$ cat src/rtl/mips_ctrl_pkg.sv
// Shared encodings for the multicycle MIPS control path: opcodes, FSM states
// and the ALU / PC mux select codes used by the datapath and ALU control.
package mips_ctrl_pkg;

  localparam logic [2:0] OP_RTYPE = 3'b000;
  localparam logic [2:0] OP_LW    = 3'b001;
  localparam logic [2:0] OP_SW    = 3'b010;
  localparam logic [2:0] OP_BEQ   = 3'b011;
  localparam logic [2:0] OP_ADDI  = 3'b100;
  localparam logic [2:0] OP_J     = 3'b101;

  typedef enum logic [3:0] {
    S_FETCH    = 4'd0,
    S_DECODE   = 4'd1,
    S_MEM_ADDR = 4'd2,
    S_MEM_RD   = 4'd3,
    S_MEM_WB   = 4'd4,
    S_MEM_WR   = 4'd5,
    S_EXEC     = 4'd6,
    S_ALU_WB   = 4'd7,
    S_BRANCH   = 4'd8,
    S_JUMP     = 4'd9,
    S_ADDI_EX  = 4'd10,
    S_ADDI_WB  = 4'd11
  } state_e;

  typedef enum logic [1:0] {
    ALUOP_FUNCT = 2'b00,
    ALUOP_SUB   = 2'b01,
    ALUOP_ADD   = 2'b11
  } aluop_e;

  typedef enum logic [1:0] {
    SRCB_REG    = 2'b00,
    SRCB_INC    = 2'b01,
    SRCB_IMM    = 2'b10,
    SRCB_BRANCH = 2'b11
  } srcb_e;

  typedef enum logic [1:0] {
    PCSRC_ALU    = 2'b00,
    PCSRC_ALUOUT = 2'b01,
    PCSRC_JUMP   = 2'b10
  } pcsrc_e;

  typedef struct packed {
    logic   pc_write;
    logic   pc_write_cond;
    logic   i_or_d;
    logic   mem_read;
    logic   mem_write;
    logic   ir_write;
    logic   mem_to_reg;
    logic   reg_write;
    logic   reg_dst;
    logic   alu_src_a;
    srcb_e  alu_src_b;
    aluop_e alu_op;
    pcsrc_e pc_source;
    logic   instr_done;
    logic   illegal_op;
    logic   mem_timeout;
  } ctrl_t;

  // States that stall on the memory handshake.
  function automatic logic is_mem_wait(input state_e s);
    return (s == S_FETCH) || (s == S_MEM_RD) || (s == S_MEM_WR);
  endfunction

endpackage

$ cat src/rtl/multicycle_control_unit_if.sv
// Opcode / memory handshake inputs and datapath control outputs of the
// multicycle control unit; master drives the opcode side, slave is the FSM.
interface multicycle_control_unit_if #(
  parameter int OP_WIDTH = 3
);
  logic [OP_WIDTH-1:0] op;
  logic                mem_ready;
  logic                PCWrite;
  logic                PCWriteCond;
  logic                IorD;
  logic                MemRead;
  logic                MemWrite;
  logic                IRWrite;
  logic                MemToReg;
  logic                RegWrite;
  logic                RegDst;
  logic                ALUSrcA;
  logic [1:0]          ALUSrcB;
  logic [1:0]          ALUOp;
  logic [1:0]          PCSource;
  logic                instr_done;
  logic                illegal_op;
  logic                mem_timeout;
  logic [3:0]          state;

  modport master (
    output op, mem_ready,
    input  PCWrite, PCWriteCond, IorD, MemRead, MemWrite, IRWrite, MemToReg,
           RegWrite, RegDst, ALUSrcA, ALUSrcB, ALUOp, PCSource, instr_done,
           illegal_op, mem_timeout, state
  );

  modport slave (
    input  op, mem_ready,
    output PCWrite, PCWriteCond, IorD, MemRead, MemWrite, IRWrite, MemToReg,
           RegWrite, RegDst, ALUSrcA, ALUSrcB, ALUOp, PCSource, instr_done,
           illegal_op, mem_timeout, state
  );
endinterface

$ cat src/rtl/multicycle_control_unit_wait_timer.sv
// Saturating wait counter: expired_o is high once LIMIT-1 enabled cycles have
// been counted, so the LIMIT-th enabled cycle sees it. LIMIT=0 disables it.
module wait_timer #(
  parameter int unsigned LIMIT = 15
) (
  input  logic clk,
  input  logic rst_n,
  input  logic clr_i,
  input  logic en_i,
  output logic expired_o
);

  generate
    if (LIMIT == 0) begin : g_disabled
      assign expired_o = 1'b0;
    end else begin : g_count
      localparam int unsigned CW = (LIMIT > 1) ? $clog2(LIMIT) : 1;
      localparam logic [CW-1:0] MAX = CW'(LIMIT - 1);

      logic [CW-1:0] cnt_q, cnt_d;

      always_comb begin
        cnt_d = cnt_q;
        if (clr_i) begin
          cnt_d = '0;
        end else if (en_i && (cnt_q != MAX)) begin
          cnt_d = cnt_q + CW'(1);
        end
      end

      always_ff @(posedge clk) begin
        if (!rst_n) begin
          cnt_q <= '0;
        end else begin
          cnt_q <= cnt_d;
        end
      end

      assign expired_o = (cnt_q == MAX);
    end
  endgenerate

endmodule

$ cat src/rtl/multicycle_control_unit.sv
// Multicycle control FSM: sequences fetch/decode/execute/memory/write-back,
// stalls on mem_ready and aborts memory waits that exceed WAIT_LIMIT cycles.
module multicycle_control_unit
  import mips_ctrl_pkg::*;
#(
  parameter int          OP_WIDTH   = 3,
  parameter int unsigned WAIT_LIMIT = 15
) (
  input  logic                        clk,
  input  logic                        rst_n,
  multicycle_control_unit_if.slave    bus
);

  localparam logic [OP_WIDTH-1:0] C_RTYPE = OP_WIDTH'(OP_RTYPE);
  localparam logic [OP_WIDTH-1:0] C_LW    = OP_WIDTH'(OP_LW);
  localparam logic [OP_WIDTH-1:0] C_SW    = OP_WIDTH'(OP_SW);
  localparam logic [OP_WIDTH-1:0] C_BEQ   = OP_WIDTH'(OP_BEQ);
  localparam logic [OP_WIDTH-1:0] C_ADDI  = OP_WIDTH'(OP_ADDI);
  localparam logic [OP_WIDTH-1:0] C_J     = OP_WIDTH'(OP_J);

  state_e state_q, state_d;
  ctrl_t  ctrl;
  logic   op_legal;
  logic   stall;
  logic   expired;
  logic   timeout;
  logic   cnt_clr;

  assign op_legal = (bus.op == C_RTYPE) || (bus.op == C_LW) || (bus.op == C_SW) ||
                    (bus.op == C_BEQ) || (bus.op == C_ADDI) || (bus.op == C_J);

  assign stall   = is_mem_wait(state_q) && !bus.mem_ready;
  // mem_ready in the limit cycle completes the access instead of aborting.
  assign timeout = stall && expired;

  always_comb begin
    state_d = state_q;
    case (state_q)
      S_FETCH:    if (bus.mem_ready) state_d = S_DECODE;
      S_DECODE: begin
        if ((bus.op == C_LW) || (bus.op == C_SW)) state_d = S_MEM_ADDR;
        else if (bus.op == C_RTYPE)               state_d = S_EXEC;
        else if (bus.op == C_BEQ)                 state_d = S_BRANCH;
        else if (bus.op == C_J)                   state_d = S_JUMP;
        else if (bus.op == C_ADDI)                state_d = S_ADDI_EX;
        else                                      state_d = S_FETCH;
      end
      S_MEM_ADDR: state_d = (bus.op == C_LW) ? S_MEM_RD : S_MEM_WR;
      S_MEM_RD:   if (bus.mem_ready) state_d = S_MEM_WB;
      S_MEM_WR:   if (bus.mem_ready) state_d = S_FETCH;
      S_EXEC:     state_d = S_ALU_WB;
      S_ADDI_EX:  state_d = S_ADDI_WB;
      default:    state_d = S_FETCH;
    endcase
    if (timeout) state_d = S_FETCH;
  end

  // A FETCH timeout loops FETCH->FETCH, so the count is also cleared on timeout.
  assign cnt_clr = (state_d != state_q) || timeout;

  always_ff @(posedge clk) begin
    if (!rst_n) begin
      state_q <= S_FETCH;
    end else begin
      state_q <= state_d;
    end
  end

  wait_timer #(
    .LIMIT (WAIT_LIMIT)
  ) u_wait_timer (
    .clk       (clk),
    .rst_n     (rst_n),
    .clr_i     (cnt_clr),
    .en_i      (stall),
    .expired_o (expired)
  );

  always_comb begin
    ctrl = '0;
    case (state_q)
      S_FETCH: begin
        ctrl.mem_read  = 1'b1;
        ctrl.alu_src_b = SRCB_INC;
        ctrl.alu_op    = ALUOP_ADD;
        ctrl.pc_source = PCSRC_ALU;
        ctrl.ir_write  = bus.mem_ready;
        ctrl.pc_write  = bus.mem_ready;
      end
      S_DECODE: begin
        ctrl.alu_src_b  = SRCB_BRANCH;
        ctrl.alu_op     = ALUOP_ADD;
        ctrl.illegal_op = !op_legal;
      end
      S_MEM_ADDR, S_ADDI_EX: begin
        ctrl.alu_src_a = 1'b1;
        ctrl.alu_src_b = SRCB_IMM;
        ctrl.alu_op    = ALUOP_ADD;
      end
      S_MEM_RD: begin
        ctrl.mem_read = 1'b1;
        ctrl.i_or_d   = 1'b1;
      end
      S_MEM_WB: begin
        ctrl.reg_write  = 1'b1;
        ctrl.mem_to_reg = 1'b1;
        ctrl.instr_done = 1'b1;
      end
      S_MEM_WR: begin
        ctrl.mem_write  = 1'b1;
        ctrl.i_or_d     = 1'b1;
        ctrl.instr_done = bus.mem_ready;
      end
      S_EXEC: begin
        ctrl.alu_src_a = 1'b1;
        ctrl.alu_src_b = SRCB_REG;
        ctrl.alu_op    = ALUOP_FUNCT;
      end
      S_ALU_WB: begin
        ctrl.reg_write  = 1'b1;
        ctrl.reg_dst    = 1'b1;
        ctrl.instr_done = 1'b1;
      end
      S_BRANCH: begin
        ctrl.alu_src_a     = 1'b1;
        ctrl.alu_src_b     = SRCB_REG;
        ctrl.alu_op        = ALUOP_SUB;
        ctrl.pc_write_cond = 1'b1;
        ctrl.pc_source     = PCSRC_ALUOUT;
        ctrl.instr_done    = 1'b1;
      end
      S_JUMP: begin
        ctrl.pc_write   = 1'b1;
        ctrl.pc_source  = PCSRC_JUMP;
        ctrl.instr_done = 1'b1;
      end
      S_ADDI_WB: begin
        ctrl.reg_write  = 1'b1;
        ctrl.instr_done = 1'b1;
      end
      default: ctrl = '0;
    endcase
    ctrl.mem_timeout = timeout;
    // Reset silences every strobe immediately, not just after the next edge.
    if (!rst_n) ctrl = '0;
  end

  assign bus.PCWrite     = ctrl.pc_write;
  assign bus.PCWriteCond = ctrl.pc_write_cond;
  assign bus.IorD        = ctrl.i_or_d;
  assign bus.MemRead     = ctrl.mem_read;
  assign bus.MemWrite    = ctrl.mem_write;
  assign bus.IRWrite     = ctrl.ir_write;
  assign bus.MemToReg    = ctrl.mem_to_reg;
  assign bus.RegWrite    = ctrl.reg_write;
  assign bus.RegDst      = ctrl.reg_dst;
  assign bus.ALUSrcA     = ctrl.alu_src_a;
  assign bus.ALUSrcB     = ctrl.alu_src_b;
  assign bus.ALUOp       = ctrl.alu_op;
  assign bus.PCSource    = ctrl.pc_source;
  assign bus.instr_done  = ctrl.instr_done;
  assign bus.illegal_op  = ctrl.illegal_op;
  assign bus.mem_timeout = ctrl.mem_timeout;
  assign bus.state       = rst_n ? state_q : S_FETCH;

endmodule

$ cat src/flat_wrapper.sv
// flat-port wrapper written by rule: the top's interface ports become plain ports
module multicycle_control_unit_flat import mips_ctrl_pkg::*;
#(
  parameter int          OP_WIDTH   = 3,
  parameter int unsigned WAIT_LIMIT = 15
)
  (clk, rst_n, bus_op, bus_mem_ready, bus_PCWrite, bus_PCWriteCond, bus_IorD, bus_MemRead, bus_MemWrite, bus_IRWrite, bus_MemToReg, bus_RegWrite, bus_RegDst, bus_ALUSrcA, bus_ALUSrcB, bus_ALUOp, bus_PCSource, bus_instr_done, bus_illegal_op, bus_mem_timeout, bus_state);
  multicycle_control_unit_if #(.OP_WIDTH(OP_WIDTH)) bus_i ();
  input  logic clk;
  input  logic rst_n;
  input wire logic [$bits(bus_i.op)-1:0] bus_op;
  input wire logic [$bits(bus_i.mem_ready)-1:0] bus_mem_ready;
  output wire logic [$bits(bus_i.PCWrite)-1:0] bus_PCWrite;
  output wire logic [$bits(bus_i.PCWriteCond)-1:0] bus_PCWriteCond;
  output wire logic [$bits(bus_i.IorD)-1:0] bus_IorD;
  output wire logic [$bits(bus_i.MemRead)-1:0] bus_MemRead;
  output wire logic [$bits(bus_i.MemWrite)-1:0] bus_MemWrite;
  output wire logic [$bits(bus_i.IRWrite)-1:0] bus_IRWrite;
  output wire logic [$bits(bus_i.MemToReg)-1:0] bus_MemToReg;
  output wire logic [$bits(bus_i.RegWrite)-1:0] bus_RegWrite;
  output wire logic [$bits(bus_i.RegDst)-1:0] bus_RegDst;
  output wire logic [$bits(bus_i.ALUSrcA)-1:0] bus_ALUSrcA;
  output wire logic [$bits(bus_i.ALUSrcB)-1:0] bus_ALUSrcB;
  output wire logic [$bits(bus_i.ALUOp)-1:0] bus_ALUOp;
  output wire logic [$bits(bus_i.PCSource)-1:0] bus_PCSource;
  output wire logic [$bits(bus_i.instr_done)-1:0] bus_instr_done;
  output wire logic [$bits(bus_i.illegal_op)-1:0] bus_illegal_op;
  output wire logic [$bits(bus_i.mem_timeout)-1:0] bus_mem_timeout;
  output wire logic [$bits(bus_i.state)-1:0] bus_state;
  assign bus_i.op = bus_op;
  assign bus_i.mem_ready = bus_mem_ready;
  assign bus_PCWrite = bus_i.PCWrite;
  assign bus_PCWriteCond = bus_i.PCWriteCond;
  assign bus_IorD = bus_i.IorD;
  assign bus_MemRead = bus_i.MemRead;
  assign bus_MemWrite = bus_i.MemWrite;
  assign bus_IRWrite = bus_i.IRWrite;
  assign bus_MemToReg = bus_i.MemToReg;
  assign bus_RegWrite = bus_i.RegWrite;
  assign bus_RegDst = bus_i.RegDst;
  assign bus_ALUSrcA = bus_i.ALUSrcA;
  assign bus_ALUSrcB = bus_i.ALUSrcB;
  assign bus_ALUOp = bus_i.ALUOp;
  assign bus_PCSource = bus_i.PCSource;
  assign bus_instr_done = bus_i.instr_done;
  assign bus_illegal_op = bus_i.illegal_op;
  assign bus_mem_timeout = bus_i.mem_timeout;
  assign bus_state = bus_i.state;
  multicycle_control_unit #(.OP_WIDTH(OP_WIDTH), .WAIT_LIMIT(WAIT_LIMIT)) u_core (.clk(clk), .rst_n(rst_n), .bus(bus_i));
endmodule
$ cat config.mk
export PLATFORM = sky130hd
export DESIGN_NAME = multicycle_control_unit_flat
export DESIGN_NICKNAME = d
export VERILOG_FILES = /design/src/rtl/mips_ctrl_pkg.sv /design/src/rtl/multicycle_control_unit_if.sv /design/src/rtl/multicycle_control_unit_wait_timer.sv /design/src/rtl/multicycle_control_unit.sv /design/src/flat_wrapper.sv
export SDC_FILE = /design/constraint.sdc
export NUM_CORES = 1
export LEC_CHECK = 0
export CAP_MARGIN = 40
export CORE_MARGIN = 2
export CORE_UTILIZATION = 45
export CTS_CLUSTER_SIZE = 8
export DETAILED_ROUTE_END_ITERATION = 8
export PLACE_DENSITY = 0.75
export SKIP_CTS_REPAIR_TIMING = 1
export SLEW_MARGIN = 0
export SYNTH_ARGS = -nofsm -noshare
export SYNTH_HDL_FRONTEND = slang
export SYNTH_SLANG_ARGS = --single-unit
export TNS_END_PERCENT = 20
$ cat constraint.sdc
create_clock -name clk -period 2.2 [get_ports clk]
set_input_delay 0.44 -clock clk [delete_from_list [all_inputs] [get_ports clk]]
set_output_delay 0.44 -clock clk [all_outputs]
set_load 0.005 [all_outputs]
Word-level counts from Yosys, hierarchy flattened
Index checks and enable logic that the tools add are counted.

cells by class
  equal/unequal tests = 19
  $add $sub $neg = 1
  reduce and logical (&&, ||, !) cells = 23
  mux-type cells = 27
  bitwise operators = 1

operators with widths
  kind                   count
  $mux W4                10
  $pmux W4 S7            1
  $eq A4 B4 Y1 const B   5
  $mux W19               1
  $eq A4 B3 Y1 const B   4
  $pmux W4 S4            1
  $mux W1                10
  $logic_or A1 B1 Y1     9
  $eq A4 B2 Y1 const B   2
  $reduce_or A2 Y1       4
  $eq A3 B2 Y1 const B   2
  $eq A3 B3 Y1 const B   2
  $reduce_or A5 Y1       1
  $add A4 B1 Y4 const B  1
  $eq A4 B1 Y1 const B   1
  $logic_not A4 Y1       1
  $ne A4 B4 Y1           1
  $ne A4 B4 Y1 const B   1
  $pmux W1 S2            2
  $pmux W2 S2            1
  $reduce_or A4 Y1       1
  $eq A3 B1 Y1 const B   1
  $logic_and A1 B1 Y1    3
  $logic_not A3 Y1       1
  4 further kinds        5

word-level totals
  logic and storage cells = 73
  bits of input ports = 6
  register bits = 8
  output and inout port bits = 23

Longest topological paths before layout
  depth after elaboration = 11
  gate-level depth with buffers = 7
  depth with buffers taken out = 7

Modules after synthesis
A second synthesis with hierarchy kept.

unflattened totals
  cell total of the unflattened synthesis = 142
  area, all modules = 1011.0 um2

by module, submodules not included
  module                   cells each  area an instance (um2)  instances  seq. area each (um2)
  multicycle_control_unit  119         800.8                   1          80.1
  wait_timer               23          210.2                   1          80.1

Worst setup path after synthesis
No wires, ideal clock.

  path type = reg2out
  start point = register u_core.state_q[3]
  end point = output bus_PCWrite
  slack = 388 ps
  data required time = 1760 ps
  arrival time = 1372 ps
  stages on the path, launching flop included = 6
  path buffers = 2
  cell sequence = dfxtp_1 buf_2 clkbuf_1 nor3_1 and3b_1 or2_2

between the ends
  word-level cells in the longest chain between the ends = 3
  elaborated cells between the ends (all ways) = 4
  classes of those cells = eq/ne (1); mux (2); reduce/logical (1)

ends and longest elaborated chain
  element                                                  RTL line                        RTL
  start, declared                                          multicycle_control_unit.sv:21   state_e state_q, state_d;
  start signal, assigned                                   multicycle_control_unit.sv:65   state_q <= state_d;
  $eq A4 B4 Y1 / $logic_not A4 Y1 (equally long branches)  multicycle_control_unit.sv:81   case (state_q)
  $pmux W1 S2 *                                            multicycle_control_unit.sv:81
  $mux W19 *                                               multicycle_control_unit.sv:145  if (!rst_n) ctrl = '0;
  end, declared                                            flat_wrapper.sv:13              output wire logic [$bits(bus_i.PCWrite)-1:0] bus_PCWrite;

Every way passes the cells marked *; elsewhere a longest branch is shown, timed or not.

Worst setup path in the final report
  start point = register u_core.state_q[3]
  end point = output bus_IorD

between the ends
  word-level cells in the longest chain between the ends = 4
  elaborated cells between the ends (all ways) = 5
  classes of those cells = eq/ne (2); mux (2); reduce/logical (1)

ends and longest elaborated chain
  element                                              RTL line                        RTL
  $eq A4 B3 Y1 / $eq A4 B2 Y1 (equally long branches)  multicycle_control_unit.sv:81
  $reduce_or A2 Y1 (no source line) *                  -
  $mux W1 *                                            multicycle_control_unit.sv:81
  $mux W19 *                                           multicycle_control_unit.sv:145
  end, declared                                        flat_wrapper.sv:15              output wire logic [$bits(bus_i.IorD)-1:0] bus_IorD;

Marked as above.

==> results.rst <==
.. list-table::
   :header-rows: 1

   * - Metric
     - Value
   * - Instance area at placement
     - 1340 um^2
   * - Reg clk slew, reported paths
     - 0.05 ns
   * - Slowest stage cell on the critical path
     - sky130_fd_sc_hd__clkdlybuf4s50_1
   * - Main combinational cell family by area after synthesis
     - simple AND/OR/NAND/NOR gates
   * - Net count reported at finish
     - 179
   * - Highest cell delay on the worst timing path
     - 0.50 ns
   * - Fraction of final layout cells sized beyond drive strength 1
     - 29.6%
   * - Overall die width
     - 49.3 um
   * - Worst setup slack before clock tree synthesis
     - -0.338 ns
   * - Routed wire length
     - 2680 um
   * - Number of H-tree branching levels
     - 1
   * - Async set-or-reset flop fraction in the synthesized netlist
     - 0%
   * - CTS tree
     - yes
   * - Post-route worst hold slack
     - 0.591 ns
   * - Leak Pwr
     - 0.645 nW
   * - Number of ports placed on the die boundary
     - 29
   * - Mean post-synth cell area
     - 7.33 um^2
   * - Maximum clock path buffer count
     - 2
   * - Wire per inst
     - 13.6 um
   * - Maximum Capacitance Violations
     - 0
   * - Maximum number of pins on one net before global-route repair
     - 12
   * - Post-DR vias/cell
     - 5.58
   * - DRC violations left
     - 0
   * - Pins over their slew limit
     - 0
   * - Yosys synthesis warning count
     - 0
   * - Transition at the pin with the smallest max-transition slack
     - 0.378 ns
   * - Synth Area in Compound Gates
     - 18.7%
   * - P&R area growth vs syn
     - 56.6%
   * - TritonCTS Sinks
     - 8
   * - RSZ-0062 raised after global routing
     - true
   * - First-pass GRT wire length
     - 4040 um
   * - Largest voltage drop on the vdd net
     - 0.346 mV
   * - First-iteration detailed-routing DRC count
     - 29
   * - Core Box Area
     - 1940 um^2
   * - Area fraction of the dominant cell type after synthesis
     - 17.3%
   * - Fin. Hold Viols
     - 0
   * - Required @ worst endpoint
     - 1.76 ns
   * - Height of the chip
     - 49.3 um
   * - Total power after layout
     - 618 uW
   * - Number of input and output port buffers inserted
     - 28
   * - Vias after detailed routing
     - 1,093
   * - Slew headroom
     - 74.7%
   * - Part of the Yosys area used for sequential elements
     - 17.3%
   * - Number of nets with antenna violations after detailed routing
     - 0
   * - Crit Path Category
     - reg2out
   * - Power per Cell Area
     - 427 nW/um^2
   * - Highest achievable clock rate
     - 456 MHz
   * - Number of enable flip-flop cells after synthesis
     - 0
   * - Most common cell after layout, fill and taps aside
     - sky130_fd_sc_hd__nor2_1
   * - Sequential cell area in the final layout
     - 173 um^2
   * - Path class of the lowest-slack min-delay path
     - reg2reg
   * - Maximum fanout along the worst path
     - 11
   * - Die footprint
     - 2430 um^2
   * - Count of different cell masters after synthesis
     - 48
   * - Sum of negative setup slack
     - 0 ns
   * - Top cells by area in the synthesized netlist
     - sky130_fd_sc_hd__dfxtp_1 17%, sky130_fd_sc_hd__nor2_1 9.8%, sky130_fd_sc_hd__nand2_1 4.9%
   * - Number of buffers and inverters on the critical path
     - 3
   * - Critical Path, Cell by Cell
     - buf_6 > buf_4 > nor2b_4 > and3_1 > clkdlybuf4s50_1
   * - Dominant delay contributor by cell family on the critical path
     - buffers and inverters
   * - Cell taking the most area after synthesis
     - sky130_fd_sc_hd__dfxtp_1
   * - Top library cells by usage in the layout, fill and taps aside
     - 23 x sky130_fd_sc_hd__nor2_1, 22 x sky130_fd_sc_hd__clkdlybuf4s50_1, 21 x sky130_fd_sc_hd__buf_4, 12 x sky130_fd_sc_hd__nand2_1, 6 x sky130_fd_sc_hd__dlymetal6s2s_1
   * - Worst Skew
     - 0.00189 ns
   * - Routability congestion estimate
     - 0.923
   * - Number of antenna violations at the first check in global routing
     - 0
   * - Sort of element at the end of the critical path
     - output pin
   * - Placement row count
     - 16
   * - Post-DP HPWL
     - 2030 um
   * - Xor and xnor area share after synthesis
     - 6.50%
   * - Remaining global-route overflow
     - 0
   * - Final setup violating endpoints
     - 0
   * - Vias in the first global route
     - 969
   * - Global routing usage summed across all routing layers
     - 21.1%
   * - Final Instance Area
     - 1450 um^2
   * - Clock Latency Late Sink
     - 0.26 ns
   * - Summed instance area of the synthesized netlist
     - 923 um^2
   * - Worst path setup slack after routing
     - 0.00641 ns
   * - Synth Area in Adders
     - 3.79%
   * - Result of the run
     - completed
   * - Buffer type at the clock tree root
     - sky130_fd_sc_hd__clkbuf_4
   * - #FFs+latches synth
     - 8
   * - Footprint of the multi-input gates
     - 731 um^2
   * - Filler Cell Count
     - 148
   * - Arrival time worst endpoint
     - 1.75 ns
   * - Post-Synth Simple-Gate Area
     - 43.0%
   * - Final clock period utilization by the worst path
     - 99.7%
   * - Top FF cell, synth
     - sky130_fd_sc_hd__dfxtp_1
   * - Gate count after technology mapping
     - 126
   * - Initial Utilization
     - 47.6%
   * - Ant diodes
     - 0
   * - CP startpoint kind
     - flop
   * - Min cycle time layout
     - 2.19 ns
   * - Syn nets
     - 134
   * - Count of TritonRoute iterations in the first routing pass
     - 4
   * - CTS buffer count
     - 3
   * - Multiplexer share of the synthesized area
     - 2.17%
flip-flops by register name (all words and copies together), names as in the netlist:
| register | cells |
|---|---|
| u_core.u_wait_timer.g_count.cnt_q | 4 |
| u_core.state_q | 4 |
cells by family after synthesis:
kind of cell    Yosys count
fa+ha+maj                 3
flops                     8
buf+inv                  14
simple gates             71
xor+xnor                  6
compound gates           22
mux                       2
cell type report:
cell class | count | area share, %
sequential | 8 | 11.9
multi-input combinational | 104 | 50.5
tap | 27 | 2.34
inverter | 3 | 0.779
clock buffer | 3 | 1.56
timing repair buffer | 51 | 32.9
where the power goes:
group	switching, mW	total [mW]	internal, mW
Combinational	0.147	0.321	0.174
Sequential	0.0269	0.184	0.157
Clock	0.0508	0.113	0.0625
worst min-delay path: stages, from the launching register on:
cell                      delay (ns)
sky130_fd_sc_hd__dfxtp_1        0.32
sky130_fd_sc_hd__xor2_1         0.16
sky130_fd_sc_hd__nor4b_1        0.06
worst paths after layout:
path / cells after the start / slack, ns / startpoint / endpoint
setup reg to reg: 8 / 0.24 / u_core.state_q[3] / u_core.u_wait_timer.g_count.cnt_q[2]
hold reg to reg: 2 / 0.59 / u_core.u_wait_timer.g_count.cnt_q[3] / u_core.u_wait_timer.g_count.cnt_q[3]
setup / recovery: 5 / 0.006 / u_core.state_q[3] / bus_IorD
hold / removal: 2 / 0.59 / u_core.u_wait_timer.g_count.cnt_q[3] / u_core.u_wait_timer.g_count.cnt_q[3]
stage by stage:
step	util [%]	std cells
global route	74.5	196
CTS	70.3	196
global placement	69.1	193
finish	74.5	196
floorplan	-	126
detailed placement	69.1	193
synth_stat cells (3+ instances only):
master / n
sky130_fd_sc_hd__o21ai_0: 3
sky130_fd_sc_hd__nand2_1: 12
sky130_fd_sc_hd__buf_2: 3
sky130_fd_sc_hd__and2_1: 3
sky130_fd_sc_hd__a211oi_1: 3
sky130_fd_sc_hd__nor2_1: 24
sky130_fd_sc_hd__clkbuf_1: 3
sky130_fd_sc_hd__nor3_1: 8
sky130_fd_sc_hd__xor2_1: 4
sky130_fd_sc_hd__dfxtp_1: 8
sky130_fd_sc_hd__a21oi_1: 3
sky130_fd_sc_hd__nand2b_1: 4
per-layer routing:
| metal | up-vias | wire (um) | track usage (%) |
|---|---|---|---|
| met3 | 9 | 137 | 3.37 |
| met1 | 503 | 1130 | 23.8 |
| met5 | - | 0 | 0 |
| li1 | 536 | - | - |
| met4 | 0 | 72 | 11.0 |
| met2 | 45 | 1340 | 37.6 |
Note: power is estimated with default switching activity, not from simulation.
